## config.mk

```make
export PLATFORM = sky130hd
export DESIGN_NAME = conv_asd
export DESIGN_NICKNAME = d
export VERILOG_FILES = /design/src/rtl/conv_asd.sv
export SDC_FILE = /design/constraint.sdc
export NUM_CORES = 1
export LEC_CHECK = 0
export CAP_MARGIN = 20
export CORE_MARGIN = 1.5
export CORE_UTILIZATION = 51
export DETAILED_ROUTE_END_ITERATION = 10
export PLACE_DENSITY = 0.81
export SLEW_MARGIN = 20
export SYNTH_ARGS = -nofsm -noshare
export SYNTH_HDL_FRONTEND = slang
export SYNTH_SLANG_ARGS = --single-unit
```

## constraint.sdc

```tcl
create_clock -name clk -period 2.2 [get_ports clk]
set_input_delay 0.44 -clock clk [delete_from_list [all_inputs] [get_ports clk]]
set_output_delay 0.44 -clock clk [all_outputs]
set_load 0.02 [all_outputs]
```

## src/rtl/conv_asd.sv

```systemverilog
// conv_asd: scans a 16-digit signed-digit word from MSD to LSD and records nonzero digit indices in K.
// Optional CONV_ASD_READBACK_EN: in IDLE, dataOut follows CSD[address] with one cycle of latency.
module conv_asd (
    input  logic       clk,
    input  logic       reset,
    input  logic       start,
    input  logic       weCsd,
    input  logic [3:0] address,
    input  logic [7:0] dataIn,
    output logic [7:0] dataOut,
    output logic [3:0] dataOutK,
    output logic       Zi,
    output logic       Zcsd,
    output logic       Zcnt,
    output logic       done,
    output logic       Load,
    output logic       reCsd,
    output logic       enable,
    output logic       enCnt,
    output logic       loadCnt,
    output logic       reK,
    output logic       weK
);

    typedef enum logic [2:0] {IDLE, INIT, READ, CHECK, NEXT, DONE} state_t;

    state_t      state_q, state_d;
    logic [3:0]  cnt_q, cnt_d;
    logic [4:0]  kptr_q, kptr_d;
    logic [7:0]  data_out_q, data_out_d;
    logic [3:0]  data_out_k_q, data_out_k_d;
    logic [7:0]  csd_q [16];
    logic [7:0]  csd_d [16];
    logic [3:0]  k_q [16];
    logic [3:0]  k_d [16];

    logic done_q, done_d;
    logic load_q, load_d;
    logic re_csd_q, re_csd_d;
    logic enable_q, enable_d;
    logic en_cnt_q, en_cnt_d;
    logic load_cnt_q, load_cnt_d;
    logic re_k_q, re_k_d;
    logic we_k_q, we_k_d;

    always_comb begin
        state_d      = state_q;
        cnt_d        = cnt_q;
        kptr_d       = kptr_q;
        data_out_d   = data_out_q;
        data_out_k_d = data_out_k_q;
        csd_d        = csd_q;
        k_d          = k_q;

        case (state_q)
            IDLE: begin
`ifdef CONV_ASD_READBACK_EN
                data_out_d = csd_q[address];
`endif
                if (start) begin
                    state_d = INIT;
                end
            end
            INIT: begin
                cnt_d   = 4'd15;
                kptr_d  = 5'd0;
                state_d = READ;
            end
            READ: begin
                data_out_d = csd_q[cnt_q];
                state_d    = CHECK;
            end
            CHECK: begin
                if (data_out_q != 8'd0 && kptr_q != 5'd16) begin
                    k_d[kptr_q[3:0]] = cnt_q;
                    kptr_d           = kptr_q + 5'd1;
                end
                state_d = NEXT;
            end
            NEXT: begin
                if (cnt_q == 4'd0) begin
                    state_d = DONE;
                end else begin
                    cnt_d   = cnt_q - 4'd1;
                    state_d = READ;
                end
            end
            DONE: begin
                data_out_k_d = k_q[address];
                if (!start) begin
                    state_d = IDLE;
                end
            end
            default: state_d = IDLE;
        endcase

        // The host may only touch the digit store while no scan is in flight.
        if (weCsd && (state_q == IDLE || state_q == DONE)) begin
            csd_d[address] = dataIn;
        end

        // Strobes are registered from the next state so they line up with the state they describe.
        load_cnt_d = (state_d == INIT);
        re_csd_d   = (state_d == READ);
        load_d     = (state_d == READ);
        enable_d   = (state_d == CHECK);
        we_k_d     = (state_d == CHECK) && (data_out_d != 8'd0);
        en_cnt_d   = (state_d == NEXT) && (cnt_d != 4'd0);
        done_d     = (state_d == DONE);
        re_k_d     = (state_d == DONE);
    end

    always_ff @(posedge clk) begin
        if (reset) begin
            state_q      <= IDLE;
            cnt_q        <= 4'd0;
            kptr_q       <= 5'd0;
            data_out_q   <= 8'd0;
            data_out_k_q <= 4'd0;
            for (int i = 0; i < 16; i++) begin
                csd_q[i] <= 8'd0;
                k_q[i]   <= 4'd0;
            end
            done_q     <= 1'b0;
            load_q     <= 1'b0;
            re_csd_q   <= 1'b0;
            enable_q   <= 1'b0;
            en_cnt_q   <= 1'b0;
            load_cnt_q <= 1'b0;
            re_k_q     <= 1'b0;
            we_k_q     <= 1'b0;
        end else begin
            state_q      <= state_d;
            cnt_q        <= cnt_d;
            kptr_q       <= kptr_d;
            data_out_q   <= data_out_d;
            data_out_k_q <= data_out_k_d;
            csd_q        <= csd_d;
            k_q          <= k_d;
            done_q       <= done_d;
            load_q       <= load_d;
            re_csd_q     <= re_csd_d;
            enable_q     <= enable_d;
            en_cnt_q     <= en_cnt_d;
            load_cnt_q   <= load_cnt_d;
            re_k_q       <= re_k_d;
            we_k_q       <= we_k_d;
        end
    end

    assign dataOut  = data_out_q;
    assign dataOutK = data_out_k_q;
    assign Zi       = (data_out_q == 8'd0);
    assign Zcsd     = (kptr_q == 5'd0);
    assign Zcnt     = (cnt_q == 4'd0);
    assign done     = done_q;
    assign Load     = load_q;
    assign reCsd    = re_csd_q;
    assign enable   = enable_q;
    assign enCnt    = en_cnt_q;
    assign loadCnt  = load_cnt_q;
    assign reK      = re_k_q;
    assign weK      = we_k_q;

endmodule

```

==> results.ini <==
[synth]
synth_cells = 1061
ys_ff_latch = 222
synth_edf_count = 0
syn_nets = 1082
yosysMostFrequentCell = dfxtp_1
yosys_warnings = 0
yosys.area.top_type = dfxtp_1
ys_types = 42
seq_area_frac_synth_pct = 44.5
async_reset_ff_share_pct = 0
syn_area_sq_mm = 0.00998
synth_area_leaders = dfxtp_1 45%, mux2i_1 22%, nor2_1 6.4%, mux4_2 4.5%, nand2_1 3.5%
synth_area_per_cell_sq_um = 9.40
synth_common_cells = 222 x dfxtp_1, 217 x mux2i_1, 170 x nor2_1
ys.flop_type = dfxtp_1
synth_top_area_share_pct = 44.5

[layout]
layout.core_utilization_pct = 62.5
drive_gt1_share_pct = 14.9
final_area_sq_mm = 0.0118
area_growth_pct = 18.7
finalNetCount = 1129

[die]
io_pins = 39
initial_core_util_pct = 52.6
die_x_um = 143
die_h_um = 143
die_area_sq_mm = 0.0204
core_sq_mm = 0.0190
row_count = 50

[worst_setup_path]
critPathRequiredTime_ps = 2550
cp-end-kind = flop
crit_fanout = 10
r2r_start = dataOut[4]
crit_start = dataOut[4]
cp-start-kind = flop
reg2reg_setup_slack_ps = 20
cp.arrival_ps = 2520
crit_type = reg -> reg

[route]
dr.pass1.iters = 6
finalWirelength_mm = 25.7
ant_nets = 0
initialDrtViolationCount = 747
via_count = 8059
vias_per_cell = 5.82
wl_per_cell_um = 18.5
drc = 0

[placed_design]
port_buffers = 38
placed_cell_area_sq_mm = 0.0110
gp_congestion = 0.894
dp_hpwl_mm = 17.2

[power]
peakVddDrop_uv = 458
leakage_nw = 4.70
power.density_mw_per_mm2 = 766

[run]
max_cap_violations = 0

[global_route]
grt_usage_pct = 25.5
grt_pass1_wl_mm = 41.4
antenna_found_initial = 1
grt_pass1_vias = 7843
grt_overflow = 0
grt_max_degree = 112

[cts]
cts_tree = built
cts_buffers = 23
clkTransAtPathRegs_ps = 60
insertion_delay_ps = 520
ctsHoldBuffers = 0
ctsRootBufferMaster = clkbuf_16
cts_sinks = 222
clockBufferDepth = 3
htreeDepth = 1

[timing]
period_needed_ps = 2180
finClkSkew_ps = 33.9
worstMarginPinSlew_ps = 847
max_freq_mhz = 459
setup_viol = 0
rsz0062_at_grt = true
maxSlewHeadroom_pct = 43.5
drv_slew = 0
timing.hold.ws_ps = 437
period_share_pct = 99.0
hold_violations = 0

[status]
status = finished clean

[worst_hold_path]
holdCritStartpoint = reset
worstHoldPathType = in -> reg

## power by group
group / internal, mW / switching [mW]
clock: 2.33 / 1.59
sequential: 4.07 / 0.0418
combinational: 0.412 / 0.626
## per-layer routing
layer	vias up	wire [um]	part of all wire, %	track usage, %
met2	325	11700	46	39.9
met4	0	763	3.0	8.74
met1	3888	11200	44	35.7
met5	-	0	0	0
li1	3783	-	-	-
met3	63	2010	7.8	4.49
## placed cells by master (no fill, tap or decap), drive strengths merged, types with 2 or more instances in the layout
cell type,count
mux2i,217
nor2b,13
nor3b,2
clkbuf,33
a21oi,51
clkinv,4
nor2,174
inv,7
buf,79
ha,5
or3,2
bufinv,2
xor2,2
xnor2,2
and3,5
nor3,13
nand3,69
o311ai,3
nand2b,5
a31oi,8
nand4,10
dfxtp,222
o21ai,6
a22oi,22
mux4,20
a2111oi,2
or4,2
and2,5
nand2,94
clkdlybuf4s50,34
nor4,2
## kinds of logic after synthesis
group	count (synthesis)	share of synthesized area (%)
fa+ha+maj	5	0.627
mux	237	26.3
buf+inv	98	4.31
xor+xnor	4	0.351
compound gates	95	5.73
flops	222	44.5
simple gates	400	18.2
## sequential cells by signal, summed over array words and instances (netlist names)
| signal | count |
|---|---|
| dataOutK | 4 |
| dataOut | 8 |
| cnt_q | 4 |
| reK | 1 |
| reCsd | 1 |
| enCnt | 1 |
| csd_q | 128 |
| weK | 1 |
| kptr_q | 5 |
| state_q | 3 |
| loadCnt | 1 |
| enable | 1 |
| k_q | 64 |
## area by class of cell
cell class,instances,area (sq um)
fill,1465,7110
inverter,5,18.8
antenna,1,2.50
tap,260,325
timing repair buffer,115,1120
clock inverter,9,105
clock buffer,32,659
sequential,222,4450
multi-input combinational,741,5170
## critical path, cell delays in order, from the launching register on
cell	delay, ps
dfxtp_1	320
or4_1	560
o211ai_2	260
a31oi_2	100
buf_4	230
and3_2	260
mux2i_1	190
nor2_1	70
## through the flow
stage / power [mW] / setup WS, ps / std cells / setup TNS, ps
finish: 9.08 / 22.5 / 1385 / 0
global route: 9.37 / -36.7 / 1384 / -72.6
CTS: 9.10 / -4.60 / 1384 / -4.60
detailed placement: 5.22 / -279 / 1342 / -8250
global placement: 5.20 / -223 / 1342 / -4510
floorplan: 4.83 / 36.0 / 1061 / 0
## final timing paths
kind                              endpoint  cells after the start
worst min register to register  csd_q[127]                      2
worst max-delay path               k_q[14]                      7
worst max register to register     k_q[14]                      7
worst min-delay path            csd_q[107]                      2
## what timing repair did
action	CTS	global route
hold endpoints to repair	0	0
setup buffers	1	0
pin swaps	1	1
gates resized for setup	17	13
setup endpoints to repair	29	19
Note: power is estimated with default switching activity, not from simulation.
